`src/rtl/btn_counter_0to19.sv`:
```
// Press counter behind the button debouncer: rising-edge detect, BCD count 0..MAX_COUNT
// with wrap, and a time-multiplexed two-digit seven-segment driver.
module btn_counter_0to19 #(
  parameter int MAX_COUNT      = 19,
  parameter int SCAN_DIV       = 4,
  parameter bit SEG_ACTIVE_LOW = 1'b1
) (
  input  logic       clk,
  input  logic       rst,
  input  logic       input_btn,
  input  logic       clear,
  output logic [3:0] tens,
  output logic [3:0] ones,
  output logic       inc_pulse,
  output logic       wrap,
  output logic [1:0] dig_sel,
  output logic [6:0] seg
);

  localparam int SCAN_W = (SCAN_DIV > 1) ? $clog2(SCAN_DIV) : 1;
  localparam logic [3:0] MAX_TENS = 4'(MAX_COUNT / 10);
  localparam logic [3:0] MAX_ONES = 4'(MAX_COUNT % 10);
  localparam logic [SCAN_W-1:0] SCAN_LAST = SCAN_W'(SCAN_DIV - 1);

  typedef enum logic {DIG_ONES, DIG_TENS} digit_t;

  logic              btn_q;
  logic              press;
  logic              at_max;
  digit_t            digit;
  logic [SCAN_W-1:0] scan_cnt;
  logic [3:0]        sel_val;
  logic [6:0]        seg_raw;
  logic [1:0]        dig_raw;

  assign press  = input_btn & ~btn_q;
  assign at_max = (tens == MAX_TENS) && (ones == MAX_ONES);

  // btn_q loads during reset too, so a button held through reset is not counted.
  always_ff @(posedge clk) begin
    btn_q     <= input_btn;
    inc_pulse <= 1'b0;
    wrap      <= 1'b0;
    if (rst) begin
      tens <= 4'd0;
      ones <= 4'd0;
    end else if (clear) begin
      tens <= 4'd0;
      ones <= 4'd0;
    end else if (press) begin
      inc_pulse <= 1'b1;
      if (at_max) begin
        tens <= 4'd0;
        ones <= 4'd0;
        wrap <= 1'b1;
      end else if (ones == 4'd9) begin
        ones <= 4'd0;
        tens <= tens + 4'd1;
      end else begin
        ones <= ones + 4'd1;
      end
    end
  end

  always_ff @(posedge clk) begin
    if (rst) begin
      scan_cnt <= '0;
      digit    <= DIG_ONES;
    end else if (scan_cnt == SCAN_LAST) begin
      scan_cnt <= '0;
      digit    <= (digit == DIG_ONES) ? DIG_TENS : DIG_ONES;
    end else begin
      scan_cnt <= scan_cnt + 1'b1;
    end
  end

  function automatic logic [6:0] decode_bcd(input logic [3:0] val);
    logic [6:0] s;
    case (val)
      4'd0:    s = 7'b1111110;
      4'd1:    s = 7'b0110000;
      4'd2:    s = 7'b1101101;
      4'd3:    s = 7'b1111001;
      4'd4:    s = 7'b0110011;
      4'd5:    s = 7'b1011011;
      4'd6:    s = 7'b1011111;
      4'd7:    s = 7'b1110000;
      4'd8:    s = 7'b1111111;
      4'd9:    s = 7'b1111011;
      default: s = 7'b0000000;
    endcase
    return s;
  endfunction

  // A zero tens digit is blanked rather than shown as a leading zero.
  always_comb begin
    sel_val = ones;
    dig_raw = 2'b01;
    seg_raw = 7'b0000000;
    if (digit == DIG_TENS) begin
      sel_val = tens;
      dig_raw = 2'b10;
    end
    if (!(digit == DIG_TENS && tens == 4'd0)) begin
      seg_raw = decode_bcd(sel_val);
    end
  end

  assign seg     = SEG_ACTIVE_LOW ? ~seg_raw : seg_raw;
  assign dig_sel = SEG_ACTIVE_LOW ? ~dig_raw : dig_raw;

endmodule
```
`config.mk`:
```
export PLATFORM = sky130hd
export DESIGN_NAME = btn_counter_0to19
export DESIGN_NICKNAME = d
export VERILOG_FILES = /design/src/rtl/btn_counter_0to19.sv
export SDC_FILE = /design/constraint.sdc
export NUM_CORES = 1
export LEC_CHECK = 0
export CAP_MARGIN = 20
export CORE_UTILIZATION = 48
export CTS_CLUSTER_DIAMETER = 30
export DETAILED_ROUTE_END_ITERATION = 8
export PLACE_DENSITY = 0.78
export SLEW_MARGIN = 20
export SYNTH_ARGS = -nofsm -noshare
export SYNTH_HDL_FRONTEND = slang
export SYNTH_SLANG_ARGS = --single-unit
```
`constraint.sdc`:
```
create_clock -name clk -period 2.77 [get_ports clk]
set_input_delay 0.6925 -clock clk [delete_from_list [all_inputs] [get_ports clk]]
set_output_delay 0.6925 -clock clk [all_outputs]
set_load 0.02 [all_outputs]
```
; Word-level counts from Yosys, hierarchy flattened
; Memory sizes are Yosys's and may differ from the RTL's.
; Index checks and enable logic that the tools add are counted.
[word_totals]
mem_bits_ro = 112
n_memories = 1
regBits = 14
elab_cells = 37
[mem_list]
columns = memory, words, word_bits, rd, rd_clocked_by_memory_dff, wr, line_no
row1 = (no name shown), 16, 7, 1, 0, 0, 79  ; case (val)
[op_classes]
muxes = 10
addsub = 3
n_reduce_logical = 8
n_bitwise = 5
n_eq_ne = 3
[op_table]
columns = cell, n
row1 = two-way mux 4 bit, 5
row2 = "adder 4 x 1 -> 4 bit, second input constant", 2
row3 = two-way mux 7 bit, 1
row4 = NOT 7 bit, 1
row5 = "equality test 4 x 1 -> 1 bit, second input constant", 1
row6 = "equality test 4 bit, second input constant", 1
row7 = zero test 4 bit, 1
row8 = OR reduction 2 bit, 2
row9 = two-way mux 1 bit, 3
row10 = OR reduction 3 bit, 1
row11 = "adder 2 x 1 -> 2 bit, second input constant", 1
row12 = "equality test 2 bit, second input constant", 1
row13 = logical AND 1 bit, 2
row14 = two-way mux 2 bit, 1
row15 = NOT 1 bit, 2
row16 = NOT 2 bit, 1
row17 = AND reduction 2 bit, 1
row18 = nonzero test 2 bit, 1
row19 = AND 1 bit, 1

; Depth between registers and ports, before layout
; Gate-level depths: netlist of the first run.
[logic_depth]
word_depth = 4
ltp_mapped = 6
depth_no_buf = 5

; Worst setup path after synthesis of the first run
; OpenSTA, ideal clock, no wires.
[synth_timing]
kind = reg-to-output
start = register digit
end = output seg[2]
t_arrival_ps = 1739
required_ps = 2078
slack_ps = 339
path_stages_with_launch = 7
path_cell_list = dfxtp_1 buf_6 mux2i_2 inv_2 ha_1 mux2_4 a32oi_1
[synth_via]
elab_chain_cells = 4
[synth_rtl]
columns = item, line_no
row1 = start: declaration, 30  ; digit_t digit;
row2 = start signal: assignment, 71  ; digit <= (digit == DIG_ONES) ? DIG_TENS : DIG_ONES;
row3 = two-way mux 4 bit, 100  ; if (digit == DIG_TENS) begin
row4 = memory read (16 x 7 bit), --
row5 = two-way mux 7 bit *, 104  ; if (!(digit == DIG_TENS && tens == 4'd0)) begin
row6 = NOT 7 bit *, 109  ; assign seg = SEG_ACTIVE_LOW ? ~seg_raw : seg_raw;
row7 = end: declaration, 17  ; output logic [6:0] seg
; Mark *: on every way between the ends. The rest lies on a longest branch, timed or not.

; Worst setup path after layout of the first run
; Ends and elaborated chain as after synthesis.

==> results of run 1 <==
-- what timing repair did --
item / CTS / global route
pin swaps: 0 / 1
resized for setup: 6 / 6
hold buffers: 0 / 0
endpoints found under the setup margin: 7 / 7
-- layer usage --
layer	GRT usage	share of wire
met5	0	0
met1	0.290	0.47
met2	0.347	0.47
met3	0.0706	0.051
met4	0.0629	0.0080
-- worst paths after layout --
check        cells after the start   startpoint          end  slack [ns]
min reg2reg                      1  scan_cnt[0]  scan_cnt[0]        0.44
min                              1  scan_cnt[0]  scan_cnt[0]        0.44
max                              5        digit       seg[2]        0.08
max reg2reg                      6      ones[1]      ones[1]        1.24
-- cell type report --
cell class	count	area (um^2)	area share
Multi-Input combinational cell	76	634	0.491
Sequential cell	14	282	0.218
Timing Repair Buffer	30	279	0.216
Clock buffer	4	36.3	0.0281
Tap cell	25	31.3	0.0242
Inverter	8	30.0	0.0232
-- power by group through the flow --
stage | combinational [W] | clock (W) | sequential [W]
2_1_floorplan | 0.0000594 | 0 | 0.000219
3_3_place_gp | 0.0000987 | 0 | 0.000217
3_5_place_dp | 0.000101 | 0 | 0.000217
4_1_cts | 0.0000967 | 0.000155 | 0.000213
5_1_grt | 0.000105 | 0.000165 | 0.000215
6_report | 0.0000974 | 0.000152 | 0.000214
-- worst register-to-register path, stage by stage (launching register included) --
cell	delay, ns
dfxtp_1	0.37
buf_4	0.14
inv_1	0.04
ha_1	0.24
nand4b_1	0.19
nor2_1	0.11
a2111oi_0	0.34
-- sequential cells by signal (all words and copies together) (netlist names) --
name       flops
btn_q          1
wrap           1
digit          1
inc_pulse      1
tens           4
ones           4
scan_cnt       2
-- Yosys cell counts, types with 2 or more instances --
| cell type | number |
|---|---|
| xnor2_1 | 2 |
| or3_1 | 2 |
| nor2_1 | 7 |
| inv_1 | 7 |
| a21oi_1 | 8 |
| nand2_1 | 2 |
| nand3_1 | 3 |
| nand4_1 | 2 |
| mux2i_1 | 8 |
| nand3b_1 | 2 |
| ha_1 | 11 |
| dfxtp_1 | 14 |
| buf_6 | 2 |
| nor3_1 | 3 |
| o21ai_0 | 4 |
| mux2_2 | 2 |
-- cell families after synthesis --
kind of cell	count (synthesis)
xor+xnor	3
mux	13
simple gates	33
buf+inv	12
fa+ha+maj	11
compound gates	16
flops	14
-- metrics by stage --
step                area [um^2]  instances  hold slack (ns)  setup WS [ns]   util
floorplan                   960        102            0.400          0.339      -
global placement           1240        153            0.420          0.156  0.686
detailed placement         1240        153            0.425         0.0770  0.686
CTS                        1270        157            0.441         -0.184  0.705
global route               1290        157            0.459       -0.00161  0.717
finish                     1290        157            0.444         0.0825  0.717
==> impl_metrics.json, run 1 <==
{
  "io_pins": 23,
  "die_w_um": 46.7,
  "layout_common_cells": "15 x clkdlybuf4s50_1, 13 x dfxtp_1, 11 x ha_1, 8 x a21oi_1, 8 x buf_4",
  "dp.final_hpwl_um": 1630,
  "synth_edf_count": 0,
  "crit_path_end_kind": "output pin",
  "relSlewSlack": 0.795,
  "setup_viol": 0,
  "syn-instance-count": 102,
  "ctsHtreeMaxLevel": 1,
  "ys_seq_area_frac": 0.292,
  "postCtsSetupRepairBufs": 0,
  "vias": 854,
  "critPathKind": "reg -> out",
  "drt_wl_total_um": 2120,
  "die_area_um2": 2180,
  "synthTopCellsByArea": "dfxtp_1 29%, ha_1 14%, mux2i_1 8.3%",
  "grt_pass1_vias": 730,
  "ys.flop_type": "dfxtp_1",
  "p_total_w": 0.000463,
  "cts_sinks": 14,
  "crit_chain": "buf_4, mux2i_4, mux2_4, a32oi_1, dlygate4sd2_1",
  "ir_worst_vdd_mv": 0.373,
  "clock_path_buffers": 2,
  "report.final.slew_viol_count": 0,
  "ys_async_sr_fraction": 0,
  "drtAntennaViolNets": 0,
  "final_common_cell": "clkdlybuf4s50_1",
  "hold_viol": 0,
  "rows": 15,
  "finalCriticalPeriod_ns": 2.69,
  "grt_pass1_wl_um": 3350,
  "critPathArrivalTime_ns": 1.99,
  "cts_buffers": 3,
  "synth_mux_area_frac": 0.160,
  "tritoncts": "done",
  "synth_top_family_by_area": "simple AND/OR/NAND/NOR gates",
  "nFillCells": 155,
  "firstDrtPassIters": 4,
  "synthSimpleGateAreaFrac": 0.215,
  "max_stage_delay_ns": 0.39,
  "root_buffer": "clkbuf_4",
  "start_util": 0.533,
  "swShare": 0.278,
  "synth_top_area_frac": 0.292,
  "path_buf_inv": 2,
  "portBuffers": 22,
  "slowest_stage": "dfxtp_2",
  "setup_tns_ns": 0,
  "clkLatencyLatePin_ns": 0.29,
  "core_um2": 1800,
  "yosysWarnings": 0,
  "antenna_found_initial": 0,
  "nets": 148,
  "p_seq_frac": 0.462,
  "synth_top_area_cell": "dfxtp_1",
  "syn_nets": 117,
  "status": "completed",
  "fmax_ghz": 0.372,
  "p_clk_frac": 0.328,
  "power_frac_comb": 0.210,
  "clk_pin_slew_worst_paths_ns": 0.09,
  "grt_max_degree": 9,
  "drc": 0,
  "drive_above_1_share": 0.189,
  "p_int_w": 0.000335,
  "synth-seq-cells": 14,
  "cp_top_family": "multiplexers",
  "fp.dieH_um": 46.7,
  "synthAdderAreaFrac": 0.143,
  "synth_compound_area_frac": 0.0939,
  "viasPerCell": 5.44,
  "switchingPower_w": 0.000129,
  "wl_per_cell_um": 13.5,
  "cap_violations": 0,
  "p_leak_nw": 0.574,
  "synth_xor_area_frac": 0.0274,
  "power_density_nw_per_um2": 358,
  "gp_congestion": 0.752,
  "syn2layout_area_growth_pct": 34.7,
  "drt_iter0_drc": 16,
  "cp_max_fo": 8,
  "period_share": 0.970,
  "syn_area_per_cell_um2": 9.41,
  "skew_ns": 0.00513,
  "grt_usage": 0.221,
  "cp.required_ns": 2.08,
  "grt-ovfl-total": 0,
  "worstMarginPinSlew_ns": 0.300,
  "worst_setup_path_start_kind": "flop",
  "ys_types": 39,
  "hold_path_class": "reg -> reg",
  "syn_area_um2": 960,
  "antenna_cells": 0
}
(Power assumes the default switching activity.)
==> run 2, diff against run 1 <==
- MAX_ROUTING_LAYER: default -> met4
- SLEW_MARGIN: 20 -> 10
==> run 2 against run 1 <==
  * Flip-flop and latch count stayed put
  * Register-to-register slack hardly changed
  * Global-route usage increased by 0.73 points
  * Core utilization is the same
  * Critical path depth stayed put
  * Critical endpoint unchanged
  * Via count is the same
  * Worst setup slack got worse by 0.0062 ns
  * Highest routed layer unchanged
  * First-iteration DRC count stayed put
  * Critical path type unchanged
==> impl_metrics.json, run 2 (synthesized netlist as in run 1, its figures left out) <==
{
  "nets": 148,
  "grt_usage": 0.228,
  "top_regs": "ones: 4 flops, tens: 4 flops, scan_cnt: 2 flops",
  "clk_pin_slew_worst_paths_ns": 0.09,
  "hold_ws_ns": 0.444,
  "whs_path_depth": 1,
  "fmax_ghz": 0.371,
  "hold_viol": 0,
  "multi_input_area_um2": 634,
  "start_util": 0.533,
  "nFillCells": 155,
  "final_common_cell": "clkdlybuf4s50_1",
  "cap_violations": 0,
  "crit_path_end_kind": "output pin",
  "ir_worst_vdd_mv": 0.376,
  "io_pins": 23,
  "clock_path_buffers": 2,
  "grt_pass1_wl_um": 3350,
  "report.final.slew_viol_count": 0,
  "p_leak_nw": 0.574,
  "utilization": 0.717,
  "relSlewSlack": 0.795,
  "grt-ovfl-total": 0,
  "dp.final_hpwl_um": 1630,
  "postCtsSetupRepairBufs": 0,
  "firstDrtPassIters": 4,
  "cts_sinks": 14,
  "dp_slack_ns": 0.0770,
  "finalCriticalPeriod_ns": 2.69,
  "tritoncts": "done",
  "wl_per_cell_um": 13.5,
  "regArea_um2": 282,
  "rows": 15,
  "status": "completed",
  "syn2layout_area_growth_pct": 34.7,
  "setup_tns_ns": 0,
  "critPathArrivalTime_ns": 2.00,
  "skew_ns": 0.00664,
  "root_buffer": "clkbuf_4",
  "antenna_cells": 0,
  "gp_congestion": 0.761,
  "layout_common_cells": "15 x clkdlybuf4s50_1, 13 x dfxtp_1, 11 x ha_1, 8 x a21oi_1, 8 x buf_4",
  "die_w_um": 46.7,
  "drtAntennaViolNets": 0,
  "critPathKind": "reg -> out",
  "grt_max_degree": 9,
  "cp.required_ns": 2.08,
  "drive_above_1_share": 0.189,
  "hold_path_class": "reg -> reg",
  "cts_buffers": 3,
  "cp_max_fo": 8,
  "clkLatencyLatePin_ns": 0.29,
  "portBuffers": 22,
  "r2r_cells": 6,
  "core_um2": 1800,
  "viasPerCell": 5.44,
  "setup_viol": 0,
  "period_share": 0.972,
  "ctsHtreeMaxLevel": 1,
  "drt_iter0_drc": 16,
  "drc": 0,
  "setup_slack_ns": 0.0763,
  "fp.dieH_um": 46.7,
  "antenna_found_initial": 0,
  "worstMarginPinSlew_ns": 0.300,
  "grt_pass1_vias": 729,
  "die_area_um2": 2180,
  "power_density_nw_per_um2": 360,
  "drt_wl_total_um": 2130,
  "worst_setup_path_start_kind": "flop",
  "vias": 854
}
-- run 2: worst paths after layout --
| path | to | slack (ns) | start |
|---|---|---|---|
| max | seg[2] | 0.08 | digit |
| min | scan_cnt[0] | 0.44 | scan_cnt[0] |
| max reg2reg | ones[1] | 1.24 | ones[1] |
| min reg2reg | scan_cnt[0] | 0.44 | scan_cnt[0] |
-- run 2: per-layer routing --
layer,wire [um],GRT usage,vias up
li1,-,-,424
met1,1010,0.293,399
met2,1000,0.347,27
met3,98,0.0667,4
met4,19,0.0629,0
met5,0,-,-
-- run 2: where the power goes --
part	total, W	switching [W]	internal, W
Clock	0.000154	0.0000739	0.0000802
Sequential	0.000214	0.00000546	0.000209
Combinational	0.0000974	0.0000514	0.0000460
Total	0.000466	0.000131	0.000335
-- run 2: final cells by class --
| cell class | count | area share |
|---|---|---|
| Multi-Input combinational cell | 76 | 0.491 |
| Sequential cell | 14 | 0.218 |
| Timing Repair Buffer | 30 | 0.216 |
| Clock buffer | 4 | 0.0281 |
| Tap cell | 25 | 0.0242 |
| Inverter | 8 | 0.0232 |
-- run 2: what timing repair did --
item / in CTS / in global routing
endpoints found under the setup margin: 7 / 7
pin swaps: 0 / 1
hold buffers: 0 / 0
gates resized for setup: 6 / 6
-- run 2: worst max-delay path, stage by stage (launching register included) --
cell and delay [ns]:
dfxtp_2 0.39, buf_4 0.22, mux2i_4 0.27, mux2_4 0.31
a32oi_1 0.16, dlygate4sd2_1 0.35
-- run 2: through the flow --
stage          std cells  cell area (um^2)  total power (W)
2_1_floorplan        102               960         0.000278
3_3_place_gp         153              1240         0.000316
3_5_place_dp         153              1240         0.000319
4_1_cts              157              1270         0.000465
5_1_grt              157              1290         0.000485
6_report             157              1290         0.000466
